### config.mk
export PLATFORM = sky130hd
export DESIGN_NAME = debounce_multi_flat
export DESIGN_NICKNAME = d
export VERILOG_FILES = /design/src/rtl/debounce_multi_if.sv /design/src/rtl/debounce_multi.sv /design/src/flat_wrapper.sv
export SDC_FILE = /design/constraint.sdc
export NUM_CORES = 1
export LEC_CHECK = 0
export ABC_AREA = 0
export CAP_MARGIN = 20
export CORE_MARGIN = 2
export CORE_UTILIZATION = 40
export DETAILED_ROUTE_END_ITERATION = 6
export PLACE_DENSITY = 0.57
export SLEW_MARGIN = 20
export SYNTH_ARGS = -nofsm -noshare
export SYNTH_HDL_FRONTEND = slang
export SYNTH_SLANG_ARGS = --single-unit
### constraint.sdc
create_clock -name clk -period 1.9 [get_ports clk]
set_input_delay 0.38 -clock clk [delete_from_list [all_inputs] [get_ports clk]]
set_output_delay 0.38 -clock clk [all_outputs]
set_load 0.005 [all_outputs]
### src/rtl/debounce_multi_if.sv
// Button-conditioner bus: raw levels and control in, filtered levels and event pulses out.
// The master side drives the buttons and ticks; the slave side is the conditioner.
interface debounce_multi_if #(
  parameter int CHANNELS = 4
);
  logic [CHANNELS-1:0] buttons;
  logic                sample_en;
  logic [CHANNELS-1:0] repeat_en;
  logic [CHANNELS-1:0] debounced;
  logic [CHANNELS-1:0] pressed;
  logic [CHANNELS-1:0] released;

  modport master (
    output buttons, sample_en, repeat_en,
    input  debounced, pressed, released
  );

  modport slave (
    input  buttons, sample_en, repeat_en,
    output debounced, pressed, released
  );
endinterface

### src/rtl/debounce_multi.sv
// Multi-channel push-button conditioner: synchroniser, tick-based stability filter,
// registered press/release pulses and optional auto-repeat; no backpressure, every event pulses once.
module debounce_multi #(
  parameter int CHANNELS     = 4,
  parameter int SYNC_STAGES  = 2,
  parameter int STABLE_COUNT = 4,
  parameter int REPEAT_DELAY = 6,
  parameter int REPEAT_RATE  = 3
) (
  input logic              clk,
  input logic              reset,
  debounce_multi_if.slave  bus
);

  localparam int SW       = $clog2(STABLE_COUNT + 1);
  localparam int RPT_MAX  = (REPEAT_DELAY > REPEAT_RATE) ? REPEAT_DELAY : REPEAT_RATE;
  localparam int RW       = $clog2(RPT_MAX + 1);

  typedef enum logic {
    PH_DELAY = 1'b0,
    PH_RATE  = 1'b1
  } rpt_phase_t;

  if (CHANNELS < 1) begin : g_bad_channels
    $error("debounce_multi: CHANNELS must be >= 1");
  end
  if (SYNC_STAGES < 2) begin : g_bad_sync
    $error("debounce_multi: SYNC_STAGES must be >= 2");
  end
  if (STABLE_COUNT < 1) begin : g_bad_stable
    $error("debounce_multi: STABLE_COUNT must be >= 1");
  end
  if (REPEAT_DELAY < 1) begin : g_bad_delay
    $error("debounce_multi: REPEAT_DELAY must be >= 1");
  end
  if (REPEAT_RATE < 1) begin : g_bad_rate
    $error("debounce_multi: REPEAT_RATE must be >= 1");
  end

  for (genvar i = 0; i < CHANNELS; i++) begin : g_ch
    logic [SYNC_STAGES-1:0] sync_q;
    logic [SW-1:0]          stab_cnt;
    logic [RW-1:0]          rpt_cnt;
    rpt_phase_t             phase;
    logic                   deb_q;
    logic                   press_q;
    logic                   rel_q;

    logic                   synced;
    logic                   flip;
    logic                   rise;
    logic                   fall;
    logic                   rpt_active;
    logic                   rpt_hit;
    logic [RW-1:0]          rpt_next;
    logic [RW-1:0]          rpt_thresh;

    always_comb begin
      synced     = sync_q[SYNC_STAGES-1];
      flip       = bus.sample_en && (synced != deb_q) &&
                   (stab_cnt == SW'(STABLE_COUNT - 1));
      rise       = flip && !deb_q;
      fall       = flip && deb_q;
      rpt_active = deb_q && bus.repeat_en[i];
      rpt_next   = rpt_cnt + RW'(1);
      rpt_thresh = (phase == PH_RATE) ? RW'(REPEAT_RATE) : RW'(REPEAT_DELAY);
      // A falling edge ends the hold, so it never doubles as a repeat event.
      rpt_hit    = bus.sample_en && rpt_active && !fall && (rpt_next == rpt_thresh);
    end

    always_ff @(posedge clk or posedge reset) begin
      if (reset) begin
        sync_q   <= '0;
        stab_cnt <= '0;
        rpt_cnt  <= '0;
        phase    <= PH_DELAY;
        deb_q    <= 1'b0;
        press_q  <= 1'b0;
        rel_q    <= 1'b0;
      end else begin
        sync_q <= {sync_q[SYNC_STAGES-2:0], bus.buttons[i]};

        if (bus.sample_en) begin
          if (synced == deb_q) begin
            stab_cnt <= '0;
          end else if (flip) begin
            stab_cnt <= '0;
            deb_q    <= ~deb_q;
          end else begin
            stab_cnt <= stab_cnt + SW'(1);
          end
        end

        press_q <= rise | rpt_hit;
        rel_q   <= fall;

        if (rise || fall || !rpt_active) begin
          rpt_cnt <= '0;
          phase   <= PH_DELAY;
        end else if (bus.sample_en) begin
          if (rpt_hit) begin
            rpt_cnt <= '0;
            phase   <= PH_RATE;
          end else begin
            rpt_cnt <= rpt_next;
          end
        end
      end
    end

    assign bus.debounced[i] = deb_q;
    assign bus.pressed[i]   = press_q;
    assign bus.released[i]  = rel_q;
  end

endmodule

### src/flat_wrapper.sv
// flat-port wrapper written by rule: the top's interface ports become plain ports
module debounce_multi_flat 
#(
  parameter int CHANNELS     = 4,
  parameter int SYNC_STAGES  = 2,
  parameter int STABLE_COUNT = 4,
  parameter int REPEAT_DELAY = 6,
  parameter int REPEAT_RATE  = 3
)
  (clk, reset, bus_buttons, bus_sample_en, bus_repeat_en, bus_debounced, bus_pressed, bus_released);
  debounce_multi_if #(.CHANNELS(CHANNELS)) bus_i ();
  input logic clk;
  input logic reset;
  input wire logic [$bits(bus_i.buttons)-1:0] bus_buttons;
  input wire logic [$bits(bus_i.sample_en)-1:0] bus_sample_en;
  input wire logic [$bits(bus_i.repeat_en)-1:0] bus_repeat_en;
  output wire logic [$bits(bus_i.debounced)-1:0] bus_debounced;
  output wire logic [$bits(bus_i.pressed)-1:0] bus_pressed;
  output wire logic [$bits(bus_i.released)-1:0] bus_released;
  assign bus_i.buttons = bus_buttons;
  assign bus_i.sample_en = bus_sample_en;
  assign bus_i.repeat_en = bus_repeat_en;
  assign bus_debounced = bus_i.debounced;
  assign bus_pressed = bus_i.pressed;
  assign bus_released = bus_i.released;
  debounce_multi #(.CHANNELS(CHANNELS), .SYNC_STAGES(SYNC_STAGES), .STABLE_COUNT(STABLE_COUNT), .REPEAT_DELAY(REPEAT_DELAY), .REPEAT_RATE(REPEAT_RATE)) u_core (.clk(clk), .reset(reset), .bus(bus_i));
endmodule
==> impl_metrics.json <==
{
  "period_share_pct": 89.8,
  "core_mm2": 0.00561,
  "power_density_mw_per_mm2": 958,
  "grt_pass1_vias": 1614,
  "cts.path.max_buffers": 2,
  "ant_nets": 0,
  "path_delay_family": "buffers and inverters",
  "drt_iter0_markers": 66,
  "hold_ws_ps": 347,
  "grt_max_degree": 49,
  "path_max_fanout": 8,
  "ys_async_sr_fraction_pct": 100,
  "finClkSkew_ps": 5.46,
  "endpoint_kind": "primary output",
  "start_util_pct": 42.0,
  "firstDrtPassIters": 4,
  "synth_top_area_cell": "dfrtp_1",
  "drc": 0,
  "critPathSlowestCell": "clkdlybuf4s50_1",
  "synth.yosys.seq_area_share_pct": 51.0,
  "critPathBufInv": 1,
  "tns_ps": 0,
  "dieArea_mm2": 0.00652,
  "syn-cell-area_mm2": 0.00236,
  "synth_edf_count": 0,
  "worstPathArrival_ps": 1330,
  "ir_worst_vdd_mv": 0.589,
  "h-tree-depth": 2,
  "cts_hold_buf": 0,
  "io_buffer_count": 22,
  "path_clk_slew_ps": 80,
  "slew_headroom_pct": 73.5,
  "crit_chain": "clkdlybuf4s50_1",
  "cts_sinks": 48,
  "grt_pass1_wl_mm": 7.07,
  "synth_area_leaders": "dfrtp_1 (51%), buf_4 (4.5%), mux2_2 (4.3%)",
  "antenna_found_initial": 0,
  "synth_nets": 226,
  "drive_gt1_share_pct": 13.5,
  "drv_slew": 0,
  "die_w_um": 80.8,
  "worstSetupStartpointType": "flip-flop",
  "final_cells": 301,
  "ys_seq_elements": 48,
  "max_stage_delay_ps": 550,
  "critPathKind": "reg2out",
  "crit_path_start": "u_core.g_ch[2].deb_q",
  "clock_latency_ps": 290,
  "maxCapViolCount": 0,
  "netlist_instances": 207,
  "rsz0062_at_grt": "false",
  "ioPinCount": 23,
  "cts_buffers": 5,
  "tightest_slew_ps": 396,
  "hpwl_mm": 2.70,
  "syn_avg_cell_area_um2": 11.4,
  "fin_crit_ps": 1710,
  "placed_area_mm2": 0.00265,
  "required_ps": 1520,
  "area_delta_synth_final_pct": 15.5,
  "hold_start": "u_core.g_ch[3].sync_q[0]",
  "final_nets": 248,
  "drt-wirelength-per-cell_um": 12.7,
  "fin_area_mm2": 0.00272,
  "clock.fmax_mhz": 586,
  "ys_types": 49,
  "vias": 1564,
  "r2r_start": "u_core.g_ch[1].rpt_cnt[0]",
  "outcome": "complete, no violations",
  "grt_overflow_total": 0,
  "num_rows": 27,
  "setup_viol": 0,
  "cts_setup_buffers": 0,
  "antenna_cells": 0,
  "synthFlopType": "dfrtp_1",
  "cts_tree": "yes",
  "yosys.area.top_type_share_pct": 51.0,
  "yosysWarnings": 0,
  "power_leakage_nw": 1.20,
  "hold_path_class": "reg2reg",
  "final-hold-violation-count": 0,
  "finalWirelength_mm": 3.82,
  "gp_congestion": 0.765,
  "cts-resized-gates": 0,
  "dp_cells": 294,
  "fp.dieH_um": 80.8,
  "fin_util_pct": 48.5,
  "grt_usage_pct": 13.9,
  "vias_per_cell": 5.20,
  "root_buffer": "clkbuf_8"
}
[through the flow]
| step | setup slack, ps | power (mW) |
|---|---|---|
| 2_1_floorplan | 376 | 1.87 |
| 3_3_place_gp | 51.7 | 2.06 |
| 3_5_place_dp | 38.4 | 2.08 |
| 4_1_cts | 171 | 2.66 |
| 5_1_grt | 108 | 2.83 |
| 6_report | 193 | 2.61 |
[registers in the layout (all words and copies together) (netlist names)]
signal,count
u_core.g_ch.deb_q,4
u_core.g_ch.phase,4
u_core.g_ch.press_q,4
u_core.g_ch.rel_q,4
u_core.g_ch.rpt_cnt,12
u_core.g_ch.stab_cnt,12
u_core.g_ch.sync_q,8
[synthesized netlist by cell type, drive strengths merged (3+ instances only)]
library cell	number
a21oi	4
mux2i	4
o31ai	3
nor3	7
buf	16
nand2	14
nand2b	4
xnor2	7
and3	3
inv	9
o2bb2ai	4
and2	6
o21ai	8
ha	8
mux2	9
nor2b	9
nor2	5
dfrtp	48
nand3b	3
[layout by cell type, fill, tap and decap left out, drive strengths merged, types with 5 or more instances in the layout]
cell type      count
and2               6
buf                9
clkbuf             6
clkdlybuf4s50     22
dfrtp             48
ha                 8
inv                9
mux2               9
nand2             14
nor2               5
nor2b              9
nor3               7
o21ai              8
xnor2              7
[final timing paths]
path	to	slack, ps	cells past startpoint
worst max-delay path	bus_debounced[2]	190	1
worst min-delay path	u_core.g_ch[3].sync_q[1]	350	0
worst max register to register	u_core.g_ch[1].rpt_cnt[1]	260	4
worst min register to register	u_core.g_ch[3].sync_q[1]	350	0
max in group asynchronous	u_core.g_ch[0].phase	1250	3
min in group asynchronous	u_core.g_ch[3].rel_q	430	3
[final cells by class]
cell class              instances  area (um^2)
well taps                      72         90.1
flip-flops and latches         48         1200
repair buffers                 31          313
fillers                       538         2890
clock buffers                   6         72.6
inverters                       9         33.8
multi-input cells             134         1010
clock inverters                 1         5.00
[kinds of logic after synthesis]
logic type | synth area share [%]
AO/OA/AOI/OAI | 11.7
adder cells (fa/ha/maj) | 4.25
flip-flops | 51.0
multiplexers | 6.00
buffers and inverters | 6.32
XOR/XNOR | 3.66
AND/OR/NAND/NOR | 17.1
[where the power goes]
group          total, mW  switching (mW)  internal [mW]
Combinational      0.703           0.306          0.397
Sequential          1.34           0.161           1.18
Clock              0.564           0.313          0.251
Total               2.61           0.781           1.83
[metal layers]
metal | global-route usage, % | routed length, um | vias to the layer above
li1 | - | - | 780
met1 | 17.9 | 1830 | 749
met2 | 22.4 | 1790 | 31
met3 | 3.78 | 152 | 4
met4 | 5.76 | 47 | 0
met5 | 0 | 0 | -
Power figures use the tool's default switching activity.
